<file path="src/rtl/alu_issue_queue_pkg.sv">
// Shared definitions for the in-order ALU issue queue: ALU type encoding and entry control record.
package alu_issue_queue_pkg;

  localparam int ALU_TYPE_W = 10;

  localparam int ALU_ADD  = 0;
  localparam int ALU_SLT  = 1;
  localparam int ALU_SLTU = 2;
  localparam int ALU_XOR  = 3;
  localparam int ALU_OR   = 4;
  localparam int ALU_AND  = 5;
  localparam int ALU_SLL  = 6;
  localparam int ALU_SRL  = 7;
  localparam int ALU_SRA  = 8;
  localparam int ALU_SUB  = 9;

  typedef logic [ALU_TYPE_W-1:0] alu_type_t;

  // Operand state lives in the wakeup sub-modules; this is the per-slot control part.
  typedef struct packed {
    logic      valid;
    alu_type_t alu_type;
  } iq_entry_t;

endpackage

</file>
<file path="src/rtl/alu_iq_wakeup.sv">
// One operand slot of an issue-queue entry: holds tag/data/ready and captures writeback broadcasts,
// including a broadcast that lands in the same cycle the operand is written.
module alu_iq_wakeup #(
  parameter int DATA_W = 64,
  parameter int TAG_W  = 6
) (
  input  logic              clock,
  input  logic              reset_n,
  input  logic              flush,
  input  logic              entry_valid,
  input  logic              wr_en,
  input  logic              clr_en,
  input  logic              wr_rdy,
  input  logic [TAG_W-1:0]  wr_tag,
  input  logic [DATA_W-1:0] wr_data,
  input  logic              wb_valid,
  input  logic [TAG_W-1:0]  wb_tag,
  input  logic [DATA_W-1:0] wb_data,
  output logic              rdy,
  output logic [DATA_W-1:0] data
);

  logic              rdy_r;
  logic [TAG_W-1:0]  tag_r;
  logic [DATA_W-1:0] data_r;
  logic              hit_enq_s;
  logic              hit_wait_s;

  // Tag match for the operand being written and for an already-waiting operand.
  always_comb begin
    hit_enq_s  = wb_valid && (wb_tag == wr_tag);
    hit_wait_s = entry_valid && !rdy_r && wb_valid && (wb_tag == tag_r);
  end

  // Ready bit: reset/flush clear it, write loads it, wakeup sets it.
  always_ff @(posedge clock or negedge reset_n) begin
    if (!reset_n) begin
      rdy_r <= 1'b0;
    end else if (flush) begin
      rdy_r <= 1'b0;
    end else if (wr_en) begin
      rdy_r <= wr_rdy || hit_enq_s;
    end else if (clr_en) begin
      rdy_r <= 1'b0;
    end else if (hit_wait_s) begin
      rdy_r <= 1'b1;
    end else begin
      rdy_r <= rdy_r;
    end
  end

  // Tag and value storage; contents are only meaningful while rdy_r/entry_valid say so.
  always_ff @(posedge clock) begin
    if (wr_en) begin
      tag_r  <= wr_tag;
      data_r <= wr_rdy ? wr_data : wb_data;
    end else if (hit_wait_s) begin
      data_r <= wb_data;
    end else begin
      data_r <= data_r;
    end
  end

  assign rdy  = rdy_r;
  assign data = data_r;

endmodule

</file>
<file path="src/rtl/alu_issue_queue.sv">
// In-order ALU issue queue with operand wakeup from a writeback broadcast.
// Optional performance counters are built when ALU_ISSUE_PERF_EN is defined.
module alu_issue_queue
  import alu_issue_queue_pkg::*;
#(
  parameter int DEPTH  = 4,
  parameter int DATA_W = 64,
  parameter int TAG_W  = 6
) (
  input  logic                  clock,
  input  logic                  reset_n,
  input  logic                  flush,
  input  logic                  enq_valid,
  output logic                  enq_ready,
  input  logic [ALU_TYPE_W-1:0] enq_alu_type,
  input  logic [DATA_W-1:0]     enq_src1,
  input  logic [DATA_W-1:0]     enq_src2,
  input  logic                  enq_src1_rdy,
  input  logic                  enq_src2_rdy,
  input  logic [TAG_W-1:0]      enq_ps1,
  input  logic [TAG_W-1:0]      enq_ps2,
  input  logic [TAG_W-1:0]      enq_prd,
  input  logic                  wb_valid,
  input  logic [TAG_W-1:0]      wb_tag,
  input  logic [DATA_W-1:0]     wb_data,
  output logic                  iss_valid,
  input  logic                  iss_ready,
  output logic [DATA_W-1:0]     iss_src1,
  output logic [DATA_W-1:0]     iss_src2,
  output logic [ALU_TYPE_W-1:0] iss_alu_type,
  output logic [TAG_W-1:0]      iss_prd
`ifdef ALU_ISSUE_PERF_EN
  ,
  output logic [31:0]           perf_stall_cnt,
  output logic [31:0]           perf_full_cnt
`endif
);

  localparam int PTR_W = $clog2(DEPTH);
  localparam int CNT_W = PTR_W + 1;

  logic [PTR_W-1:0]  head_r;
  logic [PTR_W-1:0]  tail_r;
  logic [CNT_W-1:0]  count_r;
  iq_entry_t         entry_r [DEPTH];
  logic [TAG_W-1:0]  prd_r   [DEPTH];

  logic              rdy1_s  [DEPTH];
  logic              rdy2_s  [DEPTH];
  logic [DATA_W-1:0] data1_s [DEPTH];
  logic [DATA_W-1:0] data2_s [DEPTH];
  logic [DEPTH-1:0]  wr_en_s;
  logic [DEPTH-1:0]  clr_en_s;
  logic [DEPTH-1:0]  valid_s;
  logic              enq_ready_s;
  logic              iss_valid_s;
  logic              enq_fire_s;
  logic              deq_fire_s;

  // Handshake decode; flush suppresses both transfers so it wins over them.
  always_comb begin
    enq_ready_s = (count_r != CNT_W'(DEPTH));
    iss_valid_s = (count_r != {CNT_W{1'b0}}) && rdy1_s[head_r] && rdy2_s[head_r];
    enq_fire_s  = enq_valid && enq_ready_s && !flush;
    deq_fire_s  = iss_valid_s && iss_ready && !flush;
    for (int i = 0; i < DEPTH; i++) begin
      wr_en_s[i]  = enq_fire_s && (tail_r == PTR_W'(i));
      clr_en_s[i] = deq_fire_s && (head_r == PTR_W'(i));
      valid_s[i]  = entry_r[i].valid;
    end
  end

  // Head/tail/count bookkeeping.
  always_ff @(posedge clock or negedge reset_n) begin
    if (!reset_n) begin
      head_r  <= {PTR_W{1'b0}};
      tail_r  <= {PTR_W{1'b0}};
      count_r <= {CNT_W{1'b0}};
    end else if (flush) begin
      head_r  <= {PTR_W{1'b0}};
      tail_r  <= {PTR_W{1'b0}};
      count_r <= {CNT_W{1'b0}};
    end else begin
      if (enq_fire_s) begin
        tail_r <= tail_r + PTR_W'(1);
      end else begin
        tail_r <= tail_r;
      end
      if (deq_fire_s) begin
        head_r <= head_r + PTR_W'(1);
      end else begin
        head_r <= head_r;
      end
      case ({enq_fire_s, deq_fire_s})
        2'b10:   count_r <= count_r + CNT_W'(1);
        2'b01:   count_r <= count_r - CNT_W'(1);
        default: count_r <= count_r;
      endcase
    end
  end

  // Entry valid flags and ALU type.
  always_ff @(posedge clock or negedge reset_n) begin
    if (!reset_n) begin
      for (int i = 0; i < DEPTH; i++) begin
        entry_r[i] <= '{valid: 1'b0, alu_type: {ALU_TYPE_W{1'b0}}};
      end
    end else if (flush) begin
      for (int i = 0; i < DEPTH; i++) begin
        entry_r[i].valid <= 1'b0;
      end
    end else begin
      for (int i = 0; i < DEPTH; i++) begin
        if (wr_en_s[i]) begin
          entry_r[i].valid    <= 1'b1;
          entry_r[i].alu_type <= enq_alu_type;
        end else if (clr_en_s[i]) begin
          entry_r[i].valid <= 1'b0;
        end else begin
          entry_r[i] <= entry_r[i];
        end
      end
    end
  end

  // Destination tag storage.
  always_ff @(posedge clock) begin
    for (int i = 0; i < DEPTH; i++) begin
      if (wr_en_s[i]) begin
        prd_r[i] <= enq_prd;
      end else begin
        prd_r[i] <= prd_r[i];
      end
    end
  end

  for (genvar g = 0; g < DEPTH; g++) begin : g_entry
    alu_iq_wakeup #(.DATA_W(DATA_W), .TAG_W(TAG_W)) u_src1 (
      .clock(clock), .reset_n(reset_n), .flush(flush),
      .entry_valid(valid_s[g]), .wr_en(wr_en_s[g]), .clr_en(clr_en_s[g]),
      .wr_rdy(enq_src1_rdy), .wr_tag(enq_ps1), .wr_data(enq_src1),
      .wb_valid(wb_valid), .wb_tag(wb_tag), .wb_data(wb_data),
      .rdy(rdy1_s[g]), .data(data1_s[g])
    );
    alu_iq_wakeup #(.DATA_W(DATA_W), .TAG_W(TAG_W)) u_src2 (
      .clock(clock), .reset_n(reset_n), .flush(flush),
      .entry_valid(valid_s[g]), .wr_en(wr_en_s[g]), .clr_en(clr_en_s[g]),
      .wr_rdy(enq_src2_rdy), .wr_tag(enq_ps2), .wr_data(enq_src2),
      .wb_valid(wb_valid), .wb_tag(wb_tag), .wb_data(wb_data),
      .rdy(rdy2_s[g]), .data(data2_s[g])
    );
  end

  // Issue payload is zeroed whenever nothing is being offered.
  always_comb begin
    enq_ready = enq_ready_s;
    iss_valid = iss_valid_s;
    if (iss_valid_s) begin
      iss_src1     = data1_s[head_r];
      iss_src2     = data2_s[head_r];
      iss_alu_type = entry_r[head_r].alu_type;
      iss_prd      = prd_r[head_r];
    end else begin
      iss_src1     = {DATA_W{1'b0}};
      iss_src2     = {DATA_W{1'b0}};
      iss_alu_type = {ALU_TYPE_W{1'b0}};
      iss_prd      = {TAG_W{1'b0}};
    end
  end

`ifdef ALU_ISSUE_PERF_EN
  logic [31:0] stall_cnt_r;
  logic [31:0] full_cnt_r;

  // Saturating event counters; deliberately not cleared by flush.
  always_ff @(posedge clock or negedge reset_n) begin
    if (!reset_n) begin
      stall_cnt_r <= 32'd0;
      full_cnt_r  <= 32'd0;
    end else begin
      if ((count_r != {CNT_W{1'b0}}) && !iss_valid_s && (stall_cnt_r != 32'hFFFF_FFFF)) begin
        stall_cnt_r <= stall_cnt_r + 32'd1;
      end else begin
        stall_cnt_r <= stall_cnt_r;
      end
      if (enq_valid && !enq_ready_s && (full_cnt_r != 32'hFFFF_FFFF)) begin
        full_cnt_r <= full_cnt_r + 32'd1;
      end else begin
        full_cnt_r <= full_cnt_r;
      end
    end
  end

  assign perf_stall_cnt = stall_cnt_r;
  assign perf_full_cnt  = full_cnt_r;
`endif

endmodule

</file>
<file path="config.mk">
export PLATFORM = sky130hd
export DESIGN_NAME = alu_issue_queue
export DESIGN_NICKNAME = d
export VERILOG_FILES = /design/src/rtl/alu_issue_queue_pkg.sv /design/src/rtl/alu_iq_wakeup.sv /design/src/rtl/alu_issue_queue.sv
export SDC_FILE = /design/constraint.sdc
export NUM_CORES = 1
export LEC_CHECK = 0
export ABC_AREA = 1
export BUFFER_PORTS_ARGS = -buffer_cell sky130_fd_sc_hd__buf_4
export CORE_ASPECT_RATIO = 0.6
export CORE_MARGIN = 2
export CORE_UTILIZATION = 61
export CTS_BUF_LIST = sky130_fd_sc_hd__clkbuf_4
export DETAILED_ROUTE_END_ITERATION = 10
export PLACE_DENSITY = 0.83
export SETUP_SLACK_MARGIN = 0.15
export SLEW_MARGIN = 10
export SYNTH_ARGS = -nofsm -noshare
export SYNTH_HDL_FRONTEND = slang
export SYNTH_SLANG_ARGS = --single-unit
</file>
<file path="constraint.sdc">
create_clock -name clock -period 3.9 [get_ports clock]
set_input_delay 0.585 -clock clock [delete_from_list [all_inputs] [get_ports clock]]
set_output_delay 0.585 -clock clock [all_outputs]
set_load 0.05 [all_outputs]
</file>
==> run metrics <==
Area contributors post-synth=edfxtp_1, o21ai_0, nor2_1, dfrtp_1, nand2_1; Die Ht=180 um; filler cell count=3,489; die area=53,400 um^2; Synth cell types=34; clk root buf=clkbuf_4; Core Box Area=50,900 um^2; Via-to-Cell Ratio=6.25; clk_skew=0.0522 ns; count leader, synth=o21ai_0; crit path max fanout=147; start point of the critical path=head_r[1]; largest family of logic cells by synthesized area=compound AO/OA/AOI/OAI gates; RD Place Congestion=0.912; max cap viols=0; PnR worst setup slack=0.249 ns; Initial DRC Count=3,864; register area=19,000 um^2; CTS buffer count=149; vias=27.6k; Cell Area, Synth=31,400 um^2; pre-CTS setup slack=0.864 ns; Top FF cell, synth=edfxtp_1; synth cell count leaders=o21ai_0, nor2_1, edfxtp_1; worst hold path startpoint=wb_data[42]; Required @ worst endpoint=3.31 ns; Tcrit/Tclk final=93.6%; xor and xnor area share after synthesis=0.698%; Worst setup EP type=primary output; Tot GR Track Use=37.4%; Initial Util=61.6%; setup TNS=0 ns; mux share of post-synthesis cell area=4.08%; combinational power share=12.3%; RSZ-0062 raised after global routing=no; row count=64; first-pass GRT wire length=154,000 um; Power Internal=11.6 mW; vias in the first global route=27.2k; die extent in x=297 um; largest net degree at the start of global routing=148; Fin. Hold Viols=0; critical path class=reg2out; area of the multi-input gates=11,100 um^2; TritonRoute pass-1 iters=6; Finished Core Util=73.8%; Synth top area share=55.9%; # port buffers=379; crit start category=register; DRC=0; cells along the critical path=inv_6 -> buf_16 -> nor2_1 -> o21ai_0 -> a21oi_1 -> buf_4; insertion delay to the later sink of the worst-skew pair=0.92 ns; Layout Area Growth over Synthesis=19.8%; Max rail drop VDD=260 uV; Final Non-Filler Cells=4,421; post-synthesis compound-gate area fraction=16.3%; Mapped Avg Cell Area=9.89 um^2; share of layout cells above drive strength 1=19.6%; Worst Hold Class=in2reg; Final Max Tran Viols=0; register area share after synthesis=60.6%; DR WL/cell=22.7 um; Tmin final=3.65 ns; Adder-Cell Fraction of Synth Area=0.383%; flops & latches, synth=643; Worst Path Arrival=3.07 ns; CP max-delay cell=dfrtp_4; post-route ant nets=0; Simple-Gate Fraction of Synth Area=13.7%; Leak Pwr=15.0 nW; CTS tree=yes; Pwr Density=417 nW/um^2; Yosys Warn Count=0; part of the power in registers=51.7%; syn nets=3,418; post-placement cell count=4,058; grt total ovfl=0; Post-Route WL=100,000 um; Post-Layout Inst Area=37,600 um^2; Placed Area=34,500 um^2; fmax=274 MHz; Slew headroom=32.5%; Net Sw Frac=26.3%; DP HPWL=59,500 um; reg2reg start=count_r[0]; biggest area consumer among synthesized cells=edfxtp_1; status=finished, final reports clean; H-tree depth=4; Clk pwr share=36.0%; clk sink count=643; final setup fails=0; Largest stage delay, worst path=0.64 ns; Syn Inst Count=3,175; Post-synth EDFFs=584; Post-synth ARST share=9.18%; worst-case clock buffer depth=3; I/O pin count=380; fin nets=3,858; initial antenna violation count=10; clk slew on worst S/H paths=0.07 ns; Slew @ Worst Pin=1.01 ns; sw power=4.12 mW
==> routing by layer <==
| layer | share of wire [%] | vias up | track usage [%] |
|---|---|---|---|
| li1 | - | 12200 | - |
| met1 | 36 | 12800 | 49.4 |
| met2 | 45 | 2289 | 57.4 |
| met3 | 14 | 363 | 9.44 |
| met4 | 5.0 | 0 | 20.1 |
| met5 | 0 | - | 0 |
==> sequential cells by signal (all words and copies together), names as in the netlist, 4 cells and up <==
register,cells
g_entry.u_src2.data,256
g_entry.u_src2.tag_r,24
g_entry.u_src1.tag_r,24
g_entry.u_src1.rdy,4
g_entry.u_src1.data,256
prd_r,24
entry_r,44
g_entry.u_src2.rdy,4
==> layout make-up <==
class	count	share of cell area [%]
antenna	10	0.0666
clock buffer	225	4.49
clock inverter	29	0.646
inverter	46	0.493
multi-input combinational	2258	29.6
sequential	643	50.6
tap	693	2.31
timing repair buffer	517	11.8
==> logic make-up after synthesis <==
| kind of cell | count (synthesis) |
|---|---|
| and+or+nand+nor | 1083 |
| AOI/OAI and AO/OA | 1012 |
| DFF | 643 |
| buffers and inverters | 275 |
| muxes | 128 |
| xor gates and xnor gates | 25 |
| adders and majority gates | 9 |
==> through the flow <==
step,power (mW),hold WS (ns)
after global placement,9.94,0.458
after floorplan,9.30,0.289
final,15.7,0.0657
after detailed placement,10.0,0.463
after global routing,16.2,0.0420
after CTS,15.6,0.00267
==> timing repair <==
action | in CTS | in global routing
pin swaps | 1 | 0
gates resized for setup | 3 | 2
hold endpoints to repair | 411 | 0
buffers inserted | 4 | 0
endpoints found under the setup margin | 134 | 13
hold buffers | 92 | 0
gates cloned | 3 | 0
==> layout by cell type (no fill, tap or decap), types with 40 or more instances in the layout <==
cell	synthesis	layout
buf_4	33	403
nor2_1	602	602
mux2i_1	128	128
clkbuf_4	0	225
nand2_1	389	379
dfrtp_1	59	57
nand3_1	40	40
a21oi_1	143	143
o21ai_0	762	762
dlygate4sd3_1	0	92
edfxtp_1	584	584
o21ai_1	92	92
==> power by group through the flow <==
stage	clock network, mW	logic [mW]	registers, mW
after CTS	5.65	1.89	8.10
after global placement	0	1.71	8.23
after global routing	6.00	2.12	8.13
after detailed placement	0	1.79	8.25
final	5.65	1.94	8.11
after floorplan	0	1.09	8.21
==> path summary, 6_finish.rpt <==
kind	endpoint	slack [ns]	cells after the start
setup / recovery	iss_src2[4]	0.25	6
hold reg to reg	entry_r[43]	0.48	2
hold / removal	g_entry[3].u_src1.data[42]	0.07	3
min in group asynchronous	entry_r[8]	0.30	2
setup reg to reg	g_entry[1].u_src2.rdy	1.14	10
max in group asynchronous	head_r[0]	2.95	2
==> critical path: cells and delay by family, from the launching register on <==
kind / cells / cell delay [ns]
simple gates: 1 / 0.12
compound gates: 2 / 0.42
flops: 1 / 0.64
buf+inv: 3 / 0.94
Power figures use the tool's default switching activity.
